===== config.mk =====
export PLATFORM = sky130hd
export DESIGN_NAME = frame_filler
export DESIGN_NICKNAME = d
export VERILOG_FILES = /design/src/rtl/frame_filler.sv
export SDC_FILE = /design/constraint.sdc
export NUM_CORES = 1
export LEC_CHECK = 0
export BUFFER_PORTS_ARGS = -buffer_cell sky130_fd_sc_hd__buf_2
export CAP_MARGIN = 20
export CORE_ASPECT_RATIO = 0.75
export CORE_MARGIN = 1.5
export CORE_UTILIZATION = 37
export CTS_BUF_LIST = sky130_fd_sc_hd__clkbuf_2
export DETAILED_ROUTE_END_ITERATION = 12
export GPL_ROUTABILITY_DRIVEN = 1
export PLACE_DENSITY_LB_ADDON = 0.05
export SLEW_MARGIN = 20
export SYNTH_ARGS = -nofsm -noshare
export SYNTH_HDL_FRONTEND = slang
export SYNTH_SLANG_ARGS = --single-unit

===== constraint.sdc =====
create_clock -name clk -period 1.55 [get_ports clk]
set_input_delay 0.31 -clock clk [delete_from_list [all_inputs] [get_ports clk]]
set_output_delay 0.31 -clock clk [all_outputs]
set_load 0.01 [all_outputs]

===== src/rtl/frame_filler.sv =====
// frame_filler
//   Fill engine on the graphics-processor fill interface. It accepts one fill
//   command and paints every pixel of a WIDTH x HEIGHT frame with a 24-bit
//   colour. The writes go out as bursts into the DDR2 request controller's
//   address FIFO (af) and write-data FIFO (wdf). Each burst is 8 pixels of
//   32 bits, carried as one af entry plus two 128-bit wdf words.
//
//   Optional feature: define FRAME_FILLER_DONE_EN to add the `done` output.
//   `done` is a one-cycle pulse in the first idle cycle after the final write.
//
// Parameters
//   WIDTH   pixels per row (multiple of 8, <= 1024)
//   HEIGHT  rows per frame (<= 1024)
//
// Ports
//   clk, rst      clock; synchronous active-high reset
//   valid         fill command present
//   color         fill colour {R,G,B}
//   frame         frame base byte address (only frame[27:22] is used)
//   ready         idle, a command can be accepted
//   af_full       address FIFO full
//   af_wr_en      push af_addr_din
//   af_addr_din   burst address
//   wdf_full      write-data FIFO full
//   wdf_wr_en     push wdf_din / wdf_mask_din
//   wdf_din       write data (four copies of {8'h00, colour})
//   wdf_mask_din  byte mask (1 = byte not written), always 0
//   done          (FRAME_FILLER_DONE_EN only) completion pulse
module frame_filler #(
  parameter int WIDTH  = 800,
  parameter int HEIGHT = 600
) (
  input  logic         clk,
  input  logic         rst,
  input  logic         valid,
  input  logic [23:0]  color,
  input  logic [31:0]  frame,
  output logic         ready,
  input  logic         af_full,
  output logic         af_wr_en,
  output logic [30:0]  af_addr_din,
  input  logic         wdf_full,
  output logic         wdf_wr_en,
  output logic [127:0] wdf_din,
  output logic [15:0]  wdf_mask_din
`ifdef FRAME_FILLER_DONE_EN
  ,
  output logic         done
`endif
);

  typedef enum logic [1:0] {
    ST_IDLE,
    ST_WR1,
    ST_WR2
  } state_t;

  // x is held as a burst index (x/8): only x[9:3] ever reaches the address.
  localparam logic [6:0] XB_LAST = 7'((WIDTH / 8) - 1);
  localparam logic [9:0] Y_LAST  = 10'(HEIGHT - 1);

  state_t      r_state;
  state_t      w_state_nxt;
  logic [6:0]  r_xb;
  logic [9:0]  r_y;
  logic [23:0] r_color;
  logic [5:0]  r_frame;

  logic        w_accept;
  logic        w_wr2_push;
  logic        w_last;
  logic        w_unused_frame;

  assign w_unused_frame = ^{frame[31:28], frame[21:0]};

  assign w_accept   = (r_state == ST_IDLE) && valid;
  assign w_wr2_push = (r_state == ST_WR2) && !wdf_full;
  assign w_last     = (r_xb == XB_LAST) && (r_y == Y_LAST);

  assign ready        = (r_state == ST_IDLE);
  assign af_addr_din  = {6'b0, r_frame, r_y, r_xb, 2'b00};
  assign wdf_din      = {4{8'h00, r_color}};
  assign wdf_mask_din = '0;

  always_comb begin
    w_state_nxt = r_state;
    af_wr_en    = 1'b0;
    wdf_wr_en   = 1'b0;
    case (r_state)
      ST_IDLE: begin
        if (valid) w_state_nxt = ST_WR1;
      end
      ST_WR1: begin
        // The address is pushed only when its first data word can go too.
        if (!af_full && !wdf_full) begin
          af_wr_en    = 1'b1;
          wdf_wr_en   = 1'b1;
          w_state_nxt = ST_WR2;
        end
      end
      ST_WR2: begin
        if (!wdf_full) begin
          wdf_wr_en   = 1'b1;
          w_state_nxt = w_last ? ST_IDLE : ST_WR1;
        end
      end
      default: w_state_nxt = ST_IDLE;
    endcase
    // The partial burst is abandoned at reset, so nothing is pushed on the reset edge.
    if (rst) begin
      af_wr_en  = 1'b0;
      wdf_wr_en = 1'b0;
    end
  end

  always_ff @(posedge clk) begin
    if (rst) begin
      r_state <= ST_IDLE;
      r_xb    <= '0;
      r_y     <= '0;
      r_color <= '0;
      r_frame <= '0;
    end else begin
      r_state <= w_state_nxt;
      if (w_accept) begin
        r_color <= color;
        r_frame <= frame[27:22];
        r_xb    <= '0;
        r_y     <= '0;
      end
      if (w_wr2_push) begin
        if (r_xb == XB_LAST) begin
          r_xb <= '0;
          // After the last row the counters return to 0 instead of passing HEIGHT-1.
          r_y  <= w_last ? '0 : r_y + 10'd1;
        end else begin
          r_xb <= r_xb + 7'd1;
        end
      end
    end
  end

`ifdef FRAME_FILLER_DONE_EN
  logic r_done;

  always_ff @(posedge clk) begin
    if (rst) r_done <= 1'b0;
    else     r_done <= w_wr2_push && w_last;
  end

  assign done = r_done;
`endif

endmodule


==> flow_summary.toml, run 1 <==
[yosys]
synth_common_cells = "buf_4 (129), nand2_1 (71), dfxtp_1 (49)"
synthFlopType = "dfxtp_1"
synth.most_common_cell = "buf_4"
async_flop_share = 0
synth_cell_types = 42
synth_top_area_share = 0.313
yosys_warnings = 0
synth_cells = 396
avgSynthCellArea_um2 = 7.91
netlist_area_mm2 = 0.00313
ys_ff_latch = 49
synth_edf_count = 0
synth.area.top_cells = "dfxtp_1 (31%), buf_4 (31%), nand2_1 (8.5%)"
post-synth-top-area-cell = "dfxtp_1"
yosysSeqAreaShare = 0.313

[worst_setup_path]
path_buf_inv = 2
cpPeakStageDelay_ns = 0.44
r2r_setup_slack_ns = -0.02
r2r-end = "r_y[3]$_SDFF_PP0_"
crit_chain = "inv_4 -> ha_4 -> nand2b_4 -> a21oi_2 -> buf_2"
criticalPathCategory = "flop to output port"
worstSetupEndpointType = "output port"
crit_fanout = 3
crit_family = "flip-flops"
crit_start = "r_state[1]$_SDFFE_PP0P_"
worstSetupStartpointType = "flop"
required_ns = 1.24
path_depth = 5
arrival_ns = 1.43
endpoint = "wdf_wr_en"
rr_worst_depth = 8
timing.rr.start = "r_state[0]$_SDFFE_PP0P_"
crit_slowest_cell = "dfxtp_4"

[global_route]
grt_pass1_vias = 2173
grt_start_max_net_pins = 31
grt.total_usage = 0.148
grt_pass1_wl_mm = 10.4
antenna_found_initial = 0
gr-total-overflow = 0

[power_and_ir_drop]
power_frac_comb = 0.317
p_int_uw = 2040
p_seq_frac = 0.460
pwr-share-clk = 0.224
switching_share = 0.338
ir_drop_mv = 0.301
power_density_mw_per_mm2 = 798
p_sw_uw = 1040
leakagePower_uw = 0.00202

[route]
drc = 0
drt_wl_total_mm = 7.57
drt_iter0_drc = 108
via_per_inst = 4.41
first_pass_iters = 4
vias = 2731
antenna_left = 0
wire_per_inst_um = 12.2

[outcome]
violations = "negative setup slack"
status = "finished with violations"

[flow_run]
cap_violations = 0

[placement]
placed_area_mm2 = 0.00351
dp_hpwl_mm = 5.33
placed_cells = 603
port_buffers = 156
gp_congestion = 0.750

[clock_tree]
cts_inserted_buffers = 5
path_clk_slew_ns = 0.25
clock_latency_ns = 0.41
clock_sinks = 49
cts-htree-levels = 2
cts_root_buf = "clkbuf_2"
cts_tree = "yes"
clockBufferDepth = 2

[floorplanning]
io-pin-count = 239
dieArea_mm2 = 0.00903
die_w_um = 109
core_area_mm2 = 0.00806
die_h_um = 82.7
initial_utilization = 0.389
fp-row-count = 28

[sta]
rsz0062_at_grt = "true"
finalSetupViolations = 5
tns_ns = -0.402
final_max_slew_viol_count = 0
skew_ns = 0.00819
hold_viol = 0
post-route-min-period_ns = 1.74
post-route-period-util = 1.12
setup_ws_ns = -0.190
max_freq_ghz = 0.575
timing.hold.ws_ns = 0.0959

[final_layout]
final_area_mm2 = 0.00385
area_growth_pct = 23.1
final_cells = 619
antenna_cells = 0
finish.net_count = 580
drive_gt1_frac = 0.471

[hold_path]
hold_path.class = "input port to flop"
[worst reg2reg max path, stage by stage (launching register included)]
cell,delay (ns)
dfxtp_2,0.42
inv_4,0.05
ha_4,0.15
buf_4,0.14
nand4bb_4,0.11
nor3_4,0.06
buf_6,0.13
and2_4,0.15
a221o_1,0.29
[per-stage QoR]
step / total power [µW] / setup WS (ns) / util
after floorplan: 2200 / 0.00990 / -
after global placement: 2280 / -0.0420 / 0.435
after detailed placement: 2280 / -0.0624 / 0.435
after CTS: 3060 / -0.213 / 0.464
after global routing: 3290 / -0.275 / 0.478
final: 3080 / -0.190 / 0.478
[cell usage in the layout (no fill, tap or decap), drive strengths merged, types with 2 or more instances in the layout]
master,n
buf,197
nand2,71
conb,56
dfxtp,49
a21oi,39
nor2,11
nand3,11
a31oi,10
clkbuf,7
and3,7
ha,6
nand2b,6
a311oi,4
inv,3
o21ai,3
a41oi,3
nor3,3
and2,3
nor2b,2
nand4,2
a221o,2
nand3b,2
a32oi,2
and4bb,2
nor3b,2
nand4bb,2
[layer usage]
metal  vias to the layer above  wire length, µm  track usage
met1                      1235             3160        0.180
met4                         0               56       0.0403
met3                         4              542       0.0298
met2                       126             3810        0.269
li1                       1366                -            -
met5                         -                0            0
[power by group through the flow]
stage / logic (µW) / registers, µW / clock network, µW
after floorplan: 729 / 1470 / 0
after global placement: 848 / 1430 / 0
after detailed placement: 843 / 1440 / 0
after CTS: 910 / 1420 / 728
after global routing: 1080 / 1430 / 770
final: 975 / 1410 / 687
[worst min path at each step]
stage	start	endpoint	slack, ns	cells after the start
after floorplan	frame[22]	r_frame[0]$_SDFFE_PP0P_	0.45	2
after global placement	r_frame[0]$_SDFFE_PP0P_	r_frame[0]$_SDFFE_PP0P_	0.44	2
after detailed placement	r_frame[5]$_SDFFE_PP0P_	r_frame[5]$_SDFFE_PP0P_	0.45	2
after CTS	color[12]	r_color[12]$_SDFFE_PP0P_	0.05	3
after global routing	color[20]	r_color[20]$_SDFFE_PP0P_	0.03	3
final	color[3]	r_color[3]$_SDFFE_PP0P_	0.1	3
[layout make-up]
class,count,area [µm²]
multi-input combinational,256,1480
clock buffer,6,30.0
tap,105,131
inverter,3,16.3
timing repair buffer,198,1170
clock inverter,2,33.8
sequential,49,992
fill,823,4200
[sequential cells by signal, indices dropped and copies added (netlist names)]
name	cells
r_frame	6
r_xb	7
r_y	10
r_state	2
r_color	24
[kinds of logic (layout without fill, tap and decap cells)]
family / Yosys count / in the layout / share of synthesized area
buffers and inverters: 146 / 209 / 0.331
multiplexers: 1 / 1 / 0.00320
adder cells (fa/ha/maj): 6 / 6 / 0.0240
AND/OR/NAND/NOR: 126 / 126 / 0.193
flip-flops: 49 / 49 / 0.313
other: 1 / 56 / 0.00120
AO/OA/AOI/OAI: 67 / 67 / 0.134
[timing repair]
action | 4_1_cts | 5_1_grt
cloned | 0 | 1
gates resized for setup | 29 | 20
hold buffers | 0 | 0
pin swaps | 6 | 9
buffers inserted | 5 | 3
setup endpoints to repair | 10 | 35
No activity file was read; power rests on OpenSTA's default activity.
==> run 2, diff against run 1 <==
--- a/config.mk
+++ b/config.mk
@@ -13,6 +13,7 @@
 export CTS_BUF_LIST = sky130_fd_sc_hd__clkbuf_2
 export DETAILED_ROUTE_END_ITERATION = 12
 export GPL_ROUTABILITY_DRIVEN = 1
+export MAX_ROUTING_LAYER = met4
 export PLACE_DENSITY_LB_ADDON = 0.05
 export SLEW_MARGIN = 20
 export SYNTH_ARGS = -nofsm -noshare
==> run 2 against run 1 <==
Effect of this change: the flow still finishes with violations (negative setup slack); flip-flop and latch count is the same; core utilization unchanged; first-iteration DRC count is 6.5% lower; global-route usage rose by 0.45 points; cell area stayed put; non-clock buffer count stayed put; sequential power about the same; sequential share of layout area unchanged; via count about the same; routed wire length shrank 0.12%; critical path type unchanged; largest power group unchanged; highest routed layer unchanged.
==> flow_summary.toml, run 2 (synthesis gave the netlist of run 1 again) <==
[clock_tree]
path_clk_slew_ns = 0.25
clock_latency_ns = 0.41
clockBufferDepth = 2
clock_sinks = 49
cts-htree-levels = 2
ctsHoldBuffers = 0
cts_inserted_buffers = 5
cts_root_buf = "clkbuf_2"
cts_tree = "yes"

[sta]
hold_viol = 0
rsz0062_at_grt = "true"
post-route-min-period_ns = 1.74
setup_ws_ns = -0.192
max_freq_ghz = 0.574
final_max_slew_viol_count = 0
finalSetupViolations = 5
post-route-period-util = 1.12
skew_ns = 0.00872

[power_and_ir_drop]
p_sw_uw = 1040
ir_drop_mv = 0.301
power_frac_comb = 0.317
p_int_uw = 2040
p_seq_frac = 0.460
leakagePower_uw = 0.00202
pwr-share-clk = 0.224
switching_share = 0.338
power_density_mw_per_mm2 = 798

[worst_setup_path]
arrival_ns = 1.43
required_ns = 1.24
r2r_setup_slack_ns = -0.02
criticalPathCategory = "flop to output port"
worstSetupStartpointType = "flop"
worstSetupEndpointType = "output port"
crit_fanout = 3

[global_route]
grt.total_usage = 0.153
grt_pass1_wl_mm = 10.4
antenna_found_initial = 0
gr-total-overflow = 0
grt_pass1_vias = 2171
grt_start_max_net_pins = 31

[floorplanning]
io-pin-count = 239
initial_utilization = 0.389
die_h_um = 82.7
dieArea_mm2 = 0.00903
die_w_um = 109
fp-row-count = 28
core_area_mm2 = 0.00806

[route]
first_pass_iters = 4
drt_iter0_drc = 101
via_per_inst = 4.41
drc = 0
wire_per_inst_um = 12.2
vias = 2729
drt_wl_total_mm = 7.56
antenna_left = 0

[final_layout]
largest_reg_flops = 24
layout_common_cells = "buf_2 (155), nand2_1 (68), conb_1 (56)"
area_growth_pct = 23.1
drive_gt1_frac = 0.471
antenna_cells = 0
regMostFlops = "r_color"
finish.net_count = 580
fill_cells = 823
final_core_util = 0.478
final_area_mm2 = 0.00385
top_regs = "r_color: 24 flops, r_y: 10 flops, r_xb: 7 flops"
final_common_cell = "buf_2"

[placement]
placed_area_mm2 = 0.00351
dp_hpwl_mm = 5.33
port_buffers = 156
gp_congestion = 0.760

[outcome]
status = "finished with violations"
violations = "negative setup slack"

[flow_run]
cap_violations = 0

[hold_path]
hold_path.class = "input port to flop"
-- run 2: cell counts in the layout (fill, tap and decap cells not counted) --
Identical to the previous run, type by type.
-- run 2: layout make-up --
| cell class | count | area, µm² | share of cell area |
|---|---|---|---|
| sequential | 49 | 992 | 0.257 |
| multi-input combinational | 256 | 1480 | 0.384 |
| inverter | 3 | 16.3 | 0.00422 |
| tap | 105 | 131 | 0.0341 |
| clock buffer | 6 | 30.0 | 0.00779 |
| clock inverter | 2 | 33.8 | 0.00877 |
| timing repair buffer | 198 | 1170 | 0.304 |
-- run 2: worst paths after layout --
check	startpoint	endpoint	cells after the start
max reg2reg	r_state[0]$_SDFFE_PP0P_	r_y[3]$_SDFF_PP0_	8
max	r_state[1]$_SDFFE_PP0P_	wdf_wr_en	5
min reg2reg	r_frame[5]$_SDFFE_PP0P_	r_frame[5]$_SDFFE_PP0P_	2
min	color[0]	r_color[0]$_SDFFE_PP0P_	3
-- run 2: per-stage QoR --
stage / std cells / total power (µW) / setup TNS (ns) / worst slack, ns / hold slack, ns
5_1_grt: 619 / 3290 / -0.774 / -0.275 / 0.0299
3_5_place_dp: 603 / 2280 / -0.172 / -0.0624 / 0.446
6_report: 619 / 3070 / -0.408 / -0.192 / 0.0914
2_1_floorplan: 451 / 2200 / 0 / 0.00990 / 0.446
4_1_cts: 615 / 3060 / -0.431 / -0.213 / 0.0504
3_3_place_gp: 603 / 2280 / -0.0820 / -0.0420 / 0.441
-- run 2: power groups by stage --
stage	combinational (µW)	clock [µW]	sequential, µW
finish	974	688	1410
global route	1080	770	1430
CTS	910	728	1420
detailed placement	843	0	1440
global placement	848	0	1430
floorplan	729	0	1470
-- run 2: worst max-delay path: stages, from the launching register on --
cell      delay, ns
dfxtp_4        0.44
inv_4          0.05
ha_4           0.26
nand2b_4       0.05
a21oi_2        0.09
buf_2          0.13
-- run 2: what timing repair did --
action / 4_1_cts / 5_1_grt
gates resized for setup: 29 / 20
pin swaps: 6 / 9
setup buffers: 5 / 3
endpoints found under the setup margin: 10 / 35
gates cloned: 0 / 1
-- run 2: per-layer routing --
metal	wire [µm]	part of all wire	track usage
met1	3170	0.42	0.182
met2	3800	0.50	0.269
met3	529	0.070	0.0283
met4	54	0.0071	0.0403
met5	0	0	-
==> run 3, diff against run 2 <==
--- a/config.mk
+++ b/config.mk
@@ -15,6 +15,7 @@
 export GPL_ROUTABILITY_DRIVEN = 1
 export MAX_ROUTING_LAYER = met4
 export PLACE_DENSITY_LB_ADDON = 0.05
+export RECOVER_POWER = 100
 export SLEW_MARGIN = 20
 export SYNTH_ARGS = -nofsm -noshare
 export SYNTH_HDL_FRONTEND = slang
==> run 3 against run 2 <==
Effect of this change: the run still ends with negative setup slack left; fmax rose by 0.54%; largest cell class unchanged; critical endpoint unchanged; sequential power barely moved; combinational power fell by 10%; critical path type unchanged.
==> flow_summary.toml, run 3 (synthesis gave the netlist of run 1 again) <==
[route]
top_layer_used = "met4"
drc = 0
drt_wl_total_mm = 7.63
m1WireLength_mm = 3.23
drt_iter0_drc = 122
first_pass_iters = 4
via_per_inst = 4.43
antenna_left = 0
vias = 2742
wl_met2_mm = 3.79
wl_met3_um = 560
wire_per_inst_um = 12.3

[sta]
post-route-min-period_ns = 1.73
timing.hold.ws_ns = 0.0874
rsz0062_at_grt = "true"
post-route-period-util = 1.12
max_freq_ghz = 0.577
setup_ws_ns = -0.183
hold_viol = 0
final_max_slew_viol_count = 0
finalSetupViolations = 5
skew_ns = 0.00746

[power_and_ir_drop]
power_density_mw_per_mm2 = 815
ir_drop_mv = 0.304
leakagePower_uw = 0.00156

[worst_setup_path]
criticalPathCategory = "flop to output port"
worstSetupStartpointType = "flop"
worstSetupEndpointType = "output port"
required_ns = 1.24
arrival_ns = 1.42
crit_fanout = 3
r2r_setup_slack_ns = -0.01

[flow_run]
cap_violations = 0

[final_layout]
final_area_mm2 = 0.00366
largest_reg_flops = 24
regMostFlops = "r_color"
final_cells = 619
regArea_um2 = 986
finish.net_count = 580
area_growth_pct = 17.0
drive_gt1_frac = 0.251
top_regs = "r_color: 24 flops, r_y: 10 flops, r_xb: 7 flops"
antenna_cells = 0
final_common_cell = "clkbuf_1"
fill_cells = 911
multiInputGateArea_mm2 = 0.00148
layout_common_cells = "clkbuf_1 (108), nand2_1 (68), conb_1 (56)"

[floorplanning]
fp-row-count = 28
die_w_um = 109
initial_utilization = 0.389
die_h_um = 82.7
io-pin-count = 239
core_area_mm2 = 0.00806
dieArea_mm2 = 0.00903

[clock_tree]
ctsHoldBuffers = 0
clock_sinks = 49
cts_inserted_buffers = 5
clock_latency_ns = 0.41
clockBufferDepth = 2
cts-htree-levels = 2
cts_tree = "yes"
cts_root_buf = "clkbuf_2"
path_clk_slew_ns = 0.25

[global_route]
grt_pass1_wl_mm = 10.4
gr-total-overflow = 0
grt.total_usage = 0.153
grt_start_max_net_pins = 31
antenna_found_initial = 0
grt_pass1_vias = 2171

[outcome]
violations = "negative setup slack"
status = "finished with violations"

[placement]
dp_hpwl_mm = 5.33
placed_area_mm2 = 0.00351
placed_cells = 603
post-place-ws_ns = -0.0624
port_buffers = 156
gp_congestion = 0.760

[hold_path]
hold_path.class = "input port to flop"
run 3: changes by cell type in the layout (fill, tap and decap cells not counted), sizes merged:
cell / change
buf: -112
clkbuf: +112
run 3: final cells by class:
type	count	area share
Sequential cell	49	0.269
Clock buffer	6	0.00820
Tap cell	105	0.0359
Clock inverter	2	0.00922
Timing Repair Buffer	198	0.269
Inverter	3	0.00444
Multi-Input combinational cell	256	0.404
run 3: per-layer routing:
layer,GRT usage,vias up
li1,-,1366
met1,0.182,1247
met2,0.269,125
met3,0.0283,4
met4,0.0403,0
met5,-,-
run 3: path summary, 6_finish.rpt:
kind                                 from  cells after the start                        to
setup / recovery  r_state[1]$_SDFFE_PP0P_                      5                 wdf_wr_en
hold / removal                  color[22]                      3  r_color[22]$_SDFFE_PP0P_
setup reg to reg  r_state[0]$_SDFFE_PP0P_                      8         r_y[3]$_SDFF_PP0_
hold reg to reg   r_frame[1]$_SDFFE_PP0P_                      2   r_frame[1]$_SDFFE_PP0P_
run 3: through the flow:
step / util / total power, µW / setup TNS [ns]
after floorplan: - / 2200 / 0
after global placement: 0.435 / 2280 / -0.0820
after detailed placement: 0.435 / 2280 / -0.172
after CTS: 0.464 / 3060 / -0.431
after global routing: 0.455 / 3200 / -1.03
final: 0.455 / 2980 / -0.372
run 3: power breakdown:
part	total, µW	leakage, µW	internal (µW)	switching, µW
combinational	877	0.00112	327	550
clock	687	0.0000406	275	412
sequential	1420	0.000401	1340	78.8
run 3: critical path: stages (launching register included):
cell and delay, ns:
dfxtp_4 0.44, inv_4 0.05, ha_4 0.26, nand2b_4 0.05, a21oi_2 0.09, buf_2 0.13
run 3: repair_timing:
item,4_1_cts,5_1_grt
resized for setup,29,20
pin swaps,6,9
buffers inserted,5,3
gates cloned,0,1
endpoints found under the setup margin,10,35
